<file path="config.mk">
export PLATFORM = sky130hd
export DESIGN_NAME = key_event_ctrl
export DESIGN_NICKNAME = d
export VERILOG_FILES = /design/src/rtl/key_event_ctrl.sv
export SDC_FILE = /design/constraint.sdc
export NUM_CORES = 1
export LEC_CHECK = 0
export CAP_MARGIN = 40
export CORE_UTILIZATION = 24
export DETAILED_ROUTE_END_ITERATION = 7
export GPL_TIMING_DRIVEN = 0
export MAX_ROUTING_LAYER = met4
export SLEW_MARGIN = 20
export SYNTH_ARGS = -nofsm -noshare
export SYNTH_HDL_FRONTEND = slang
export SYNTH_SLANG_ARGS = --single-unit
</file>
<file path="constraint.sdc">
create_clock -name clk -period 12.8 [get_ports clk]
set_input_delay 2.56 -clock clk [delete_from_list [all_inputs] [get_ports clk]]
set_output_delay 2.56 -clock clk [all_outputs]
set_load 0.02 [all_outputs]
</file>
<file path="src/rtl/key_event_ctrl.sv">
// Keypad event controller: scan-rate tick, btn synchronizer, round-robin change arbiter, FWFT event FIFO.
// Optional auto-repeat is compiled in with `define KEY_REPEAT_EN.
module key_event_ctrl #(
  parameter int SCAN_DIV     = 50000,
  parameter int FIFO_DEPTH   = 4,
  parameter int REPEAT_DELAY = 500,
  parameter int REPEAT_RATE  = 100
) (
  input  logic                          clk,
  input  logic                          rst_n,
  output logic                          scan_en,
  input  logic [15:0]                   btn,
  output logic                          evt_valid,
  input  logic                          evt_ready,
  output logic [5:0]                    evt_code,
  output logic [15:0]                   key_held,
  output logic [$clog2(FIFO_DEPTH):0]   fifo_level
);

  localparam int CW = $clog2(SCAN_DIV);
  localparam int AW = $clog2(FIFO_DEPTH);
  localparam int LW = AW + 1;

  logic [CW-1:0] scan_cnt;
  logic [15:0]   sync1, sync2, prev, chg;
  logic [3:0]    rr_ptr, sel, idx;
  logic          found;

  logic [5:0]    mem [FIFO_DEPTH];
  logic [AW-1:0] wr_ptr, rd_ptr;
  logic [LW-1:0] level;
  logic [5:0]    last_code, push_data;
  logic          full, empty, pop, push_ok, serve, rep_push, push;

  always_ff @(posedge clk or negedge rst_n) begin
    if (!rst_n) begin
      scan_cnt <= '0;
    end else if (scan_cnt == CW'(SCAN_DIV - 1)) begin
      scan_cnt <= '0;
    end else begin
      scan_cnt <= scan_cnt + 1'b1;
    end
  end

  assign scan_en = (scan_cnt == CW'(SCAN_DIV - 1));

  always_ff @(posedge clk or negedge rst_n) begin
    if (!rst_n) begin
      sync1 <= '0;
      sync2 <= '0;
    end else begin
      sync1 <= btn;
      sync2 <= sync1;
    end
  end

  assign chg = sync2 ^ prev;

  // First pending change at or above rr_ptr, wrapping 15 -> 0.
  always_comb begin
    found = 1'b0;
    sel   = '0;
    idx   = '0;
    for (int i = 0; i < 16; i++) begin
      idx = rr_ptr + 4'(i);
      if (!found && chg[idx]) begin
        found = 1'b1;
        sel   = idx;
      end
    end
  end

  assign full    = (level == LW'(FIFO_DEPTH));
  assign empty   = (level == '0);
  assign pop     = !empty && evt_ready;
  assign push_ok = !full || pop;
  assign serve   = found && push_ok;
  assign push    = serve || rep_push;

`ifdef KEY_REPEAT_EN
  logic [15:0] rep_cnt;
  logic        rep_phase, single, rep_fire;
  logic [3:0]  rep_idx;

  assign single = (prev != '0) && ((prev & (prev - 16'd1)) == '0);

  always_comb begin
    rep_idx = '0;
    for (int i = 0; i < 16; i++) begin
      if (prev[i]) rep_idx = 4'(i);
    end
  end

  assign rep_fire = single && (chg == '0) && scan_en &&
                    (rep_cnt == (rep_phase ? 16'(REPEAT_RATE - 1) : 16'(REPEAT_DELAY - 1)));
  // A repeat that cannot be pushed right now is simply lost.
  assign rep_push  = rep_fire && !found && push_ok;
  assign push_data = serve ? {1'b0, sync2[sel], sel} : {2'b11, rep_idx};

  always_ff @(posedge clk or negedge rst_n) begin
    if (!rst_n) begin
      rep_cnt   <= '0;
      rep_phase <= 1'b0;
    end else if (serve || !single) begin
      rep_cnt   <= '0;
      rep_phase <= 1'b0;
    end else if ((chg == '0) && scan_en) begin
      if (rep_fire) begin
        rep_cnt   <= '0;
        rep_phase <= 1'b1;
      end else begin
        rep_cnt <= rep_cnt + 16'd1;
      end
    end
  end
`else
  assign rep_push  = 1'b0;
  assign push_data = {1'b0, sync2[sel], sel};

  // Repeat timing has no meaning without the repeat logic.
  if (REPEAT_DELAY < 1 || REPEAT_RATE < 1) begin : g_repeat_timing_ignored
  end
`endif

  always_ff @(posedge clk or negedge rst_n) begin
    if (!rst_n) begin
      prev   <= '0;
      rr_ptr <= '0;
    end else if (serve) begin
      prev[sel] <= sync2[sel];
      rr_ptr    <= sel + 4'd1;
    end
  end

  always_ff @(posedge clk) begin
    if (push) mem[wr_ptr] <= push_data;
  end

  // last_code keeps evt_code stable once the FIFO drains.
  always_ff @(posedge clk or negedge rst_n) begin
    if (!rst_n) begin
      wr_ptr    <= '0;
      rd_ptr    <= '0;
      level     <= '0;
      last_code <= '0;
    end else begin
      if (push) wr_ptr <= wr_ptr + 1'b1;
      if (pop) begin
        rd_ptr    <= rd_ptr + 1'b1;
        last_code <= mem[rd_ptr];
      end
      if (push && !pop)      level <= level + 1'b1;
      else if (pop && !push) level <= level - 1'b1;
    end
  end

  assign evt_valid  = !empty;
  assign evt_code   = empty ? last_code : mem[rd_ptr];
  assign key_held   = prev;
  assign fifo_level = level;

endmodule
</file>
==> results.md <==
- Root Buffer: clkbuf_16
- Cts hold-fix bufs: 0
- Core Footprint: 28900 um2
- # IOs: 46
- Share of layout cells above drive strength 1: 0.197
- Die area: 30400 um2
- Hold Vio Cnt, Final: 0
- Reg clk slew, reported paths: 70 ps
- Ys flop type: dfrtp_1
- RSZ-0062 raised after global routing: false
- DRT antenna net count: 0
- Synth top cells by count: dfrtp_1, mux2i_1, nor2_1, nand2_1, nand3_1
- Post-synth top area share: 0.281
- Final Skew: 15.5 ps
- Sum of routed wire length over all layers: 18.9 mm
- Max-Cap Viols: 0
- CP Capture Type: register
- Post-CTS setup buffer count: 0
- Worst-Margin Slew: 829 ps
- Avg Cell Area, Syn: approximately 12 um2
- CTS Sinks: 100
- CP Cell Sequence: inv_2 > buf_1 > buf_6 > ha_1 > clkbuf_1 > inv_2 > mux2i_1 > mux2i_1 > nand2_1 > nor2_2 > a221oi_1 > a32o_2 > nor2_2 > mux2_2 > o211ai_1 > nand4_1
- Slew headroom: 0.443
- Initial core utilization: 0.247
- WHS Endpoint: sync2[2]
- Design Area, Final: 8410 um2
- Synth Cell Area: 7130 um2
- Total clock buffers created by CTS: 9
- Asr flop ratio synth: 0.800
- Total Routing Usage GR: 0.130
- Syn nets: approximately 660
- Num rows: 62
- Routability Congestion: 0.929
- Area grow syn2layout: 17.9%
- Fin util: 0.291
- Peak per-stage delay on the critical path: 620 ps
- Worst Hold Launch: sync1[2]
- Worst Setup Start Kind: register
- Run status: complete, no violations
- First-pass GRT wire length: 29.9 mm
- Distinct cell type count of the synthesized netlist: just under 80
- WP data required: 12830 ps
- DR DRC count: 0
- Area after DPL: 8100 um2
- Post-route non-filler standard cell count: 1065
- Slew Limit Fails: 0
- Critical path class: reg2reg
- Min-Delay Path Depth: 0
- Routed length per instance: 17.7 um
- Worst-Skew Late Latency: between 300 and 400 ps
- Endpoints failing setup: 0
- Biggest area consumer among synthesized cells: dfrtp_1
- Via/cell ratio: approximately 5.0
- Vias in the first global route: 5178
- Register-to-Register Path Depth: 16
- Largest net degree at the start of global routing: 52
- Placed instance count: ~1000
- Post-synthesis register bit count: 100
- Fmax achieved: 163 MHz
- Total grt overflow: 0
- H-tree depth: 3
- Syn Inst Count: roughly 620
- Crit Reg-Reg Endpoint: mem[2][4]
- CP max FO: 12
- Top post-synthesis cells by area: dfrtp_1, mux4_2, edfxtp_1, mux2i_1, mux2_2
- Slowest-stage cell, CP: dfrtp_1
- Port buffer count: 44
- Most frequent cell after synthesis: dfrtp_1
- Diode count: 0
- Syn. warnings: 0
- TNS Setup: 0 ps
- TritonCTS clock tree: yes
- Initial antenna violation count: 0
- HPWL Detailed: 14.3 mm
- R2R Path Start: rr_ptr[1]
- Initial DRC Count: 380
- PostCTS Resize Cnt: 0
- Die height: 174 um
- NumNets Final: around 710
- Hold WC Path Type: reg2reg
- DR pass1 iterations: 4
- Arr. time, crit path: 6170 ps
- Via count: 5290
- Post-synth EDFFs: 20
- Final Critical Period: 6140 ps
- Die W: ~170 um
- Worst-case clock buffer depth: 2
- Final period utilization: 0.480
- Reg2reg setup slack: 6660 ps
- Seq/Total Area, Yosys: 0.365
==> cell type report <==
type                    count  area, um2
clock buffers               9        225
multi-input cells         461       4240
fillers                  2966      20500
inverters                  33        129
flip-flops and latches    100       2600
clock inverters             7       91.3
repair buffers             47        482
plain buffers              24        164
well taps                 384        480
==> layer usage <==
layer  wire [um]  global-route usage  share of wire  vias up
met1        8470               0.170           0.45     2640
met2        8880               0.197           0.47      174
met5           0                   -              0        -
li1            -                   -              -     2436
met3         943              0.0254          0.050       40
met4         570              0.0530          0.030        0
==> worst max path at each step <==
stage,start,to,slack (ps),depth (start not counted)
2_1_floorplan,rr_ptr[1],fifo_level[2],7950,20
3_3_place_gp,rst_n,sync2[7],6300,1
3_5_place_dp,rr_ptr[1],mem[0][4],6840,16
4_1_cts,rr_ptr[1],mem[2][4],6810,16
5_1_grt,rr_ptr[1],fifo_level[2],6510,21
6_report,rr_ptr[1],mem[2][4],6660,16
==> flip-flops by register name, summed over array words and instances, names as in the netlist <==
name        count
fifo_level      3
key_held       16
last_code       5
mem            20
rd_ptr          2
rr_ptr          4
scan_cnt       16
sync1          16
sync2          16
wr_ptr          2
==> worst max-delay path: cells and delay by family (launching register included) <==
family | cells | cell delay (ps)
adder cells (fa/ha/maj) | 1 | 270
buffers and inverters | 5 | 1400
flip-flops | 1 | 620
AND/OR/NAND/NOR | 4 | 1320
multiplexers | 3 | 1320
AO/OA/AOI/OAI | 3 | 850
==> cell families after synthesis <==
kind of cell | Yosys count | synth area share
AO/OA/AOI/OAI | 97 | 0.102
XOR/XNOR | 58 | 0.0828
adder cells (fa/ha/maj) | 18 | 0.0326
buffers and inverters | 57 | 0.0410
flip-flops | 100 | 0.365
multiplexers | 116 | 0.252
other | 1 | 0.000526
AND/OR/NAND/NOR | 171 | 0.124
==> through the flow <==
stage,hold WS (ps),setup WS (ps)
4_1_cts,350,6810
3_3_place_gp,333,6300
6_report,348,6660
2_1_floorplan,331,7950
3_5_place_dp,335,6840
5_1_grt,356,6510
==> cells in the final DEF (no fill, tap or decap), types with 8 or more instances in the layout <==
master	Yosys	final
dfrtp_1	80	80
clkdlybuf4s50_1	0	43
mux2i_1	40	40
nor2_1	38	38
nand2_1	35	35
nand3_1	34	34
mux4_2	31	31
mux2_2	31	31
inv_1	28	28
xor2_1	24	24
xnor2_1	23	23
edfxtp_1	20	20
a21oi_1	17	17
ha_1	17	17
nor3_1	13	13
o21ai_0	13	13
mux4_1	12	12
xnor2_2	9	9
and2_1	9	9
nand4_1	9	9
clkbuf_16	0	9
buf_2	7	8
Power is left out: the tool's default activity adds up to more than one toggle a clock period on the data nets, which glitch-free logic cannot reach.
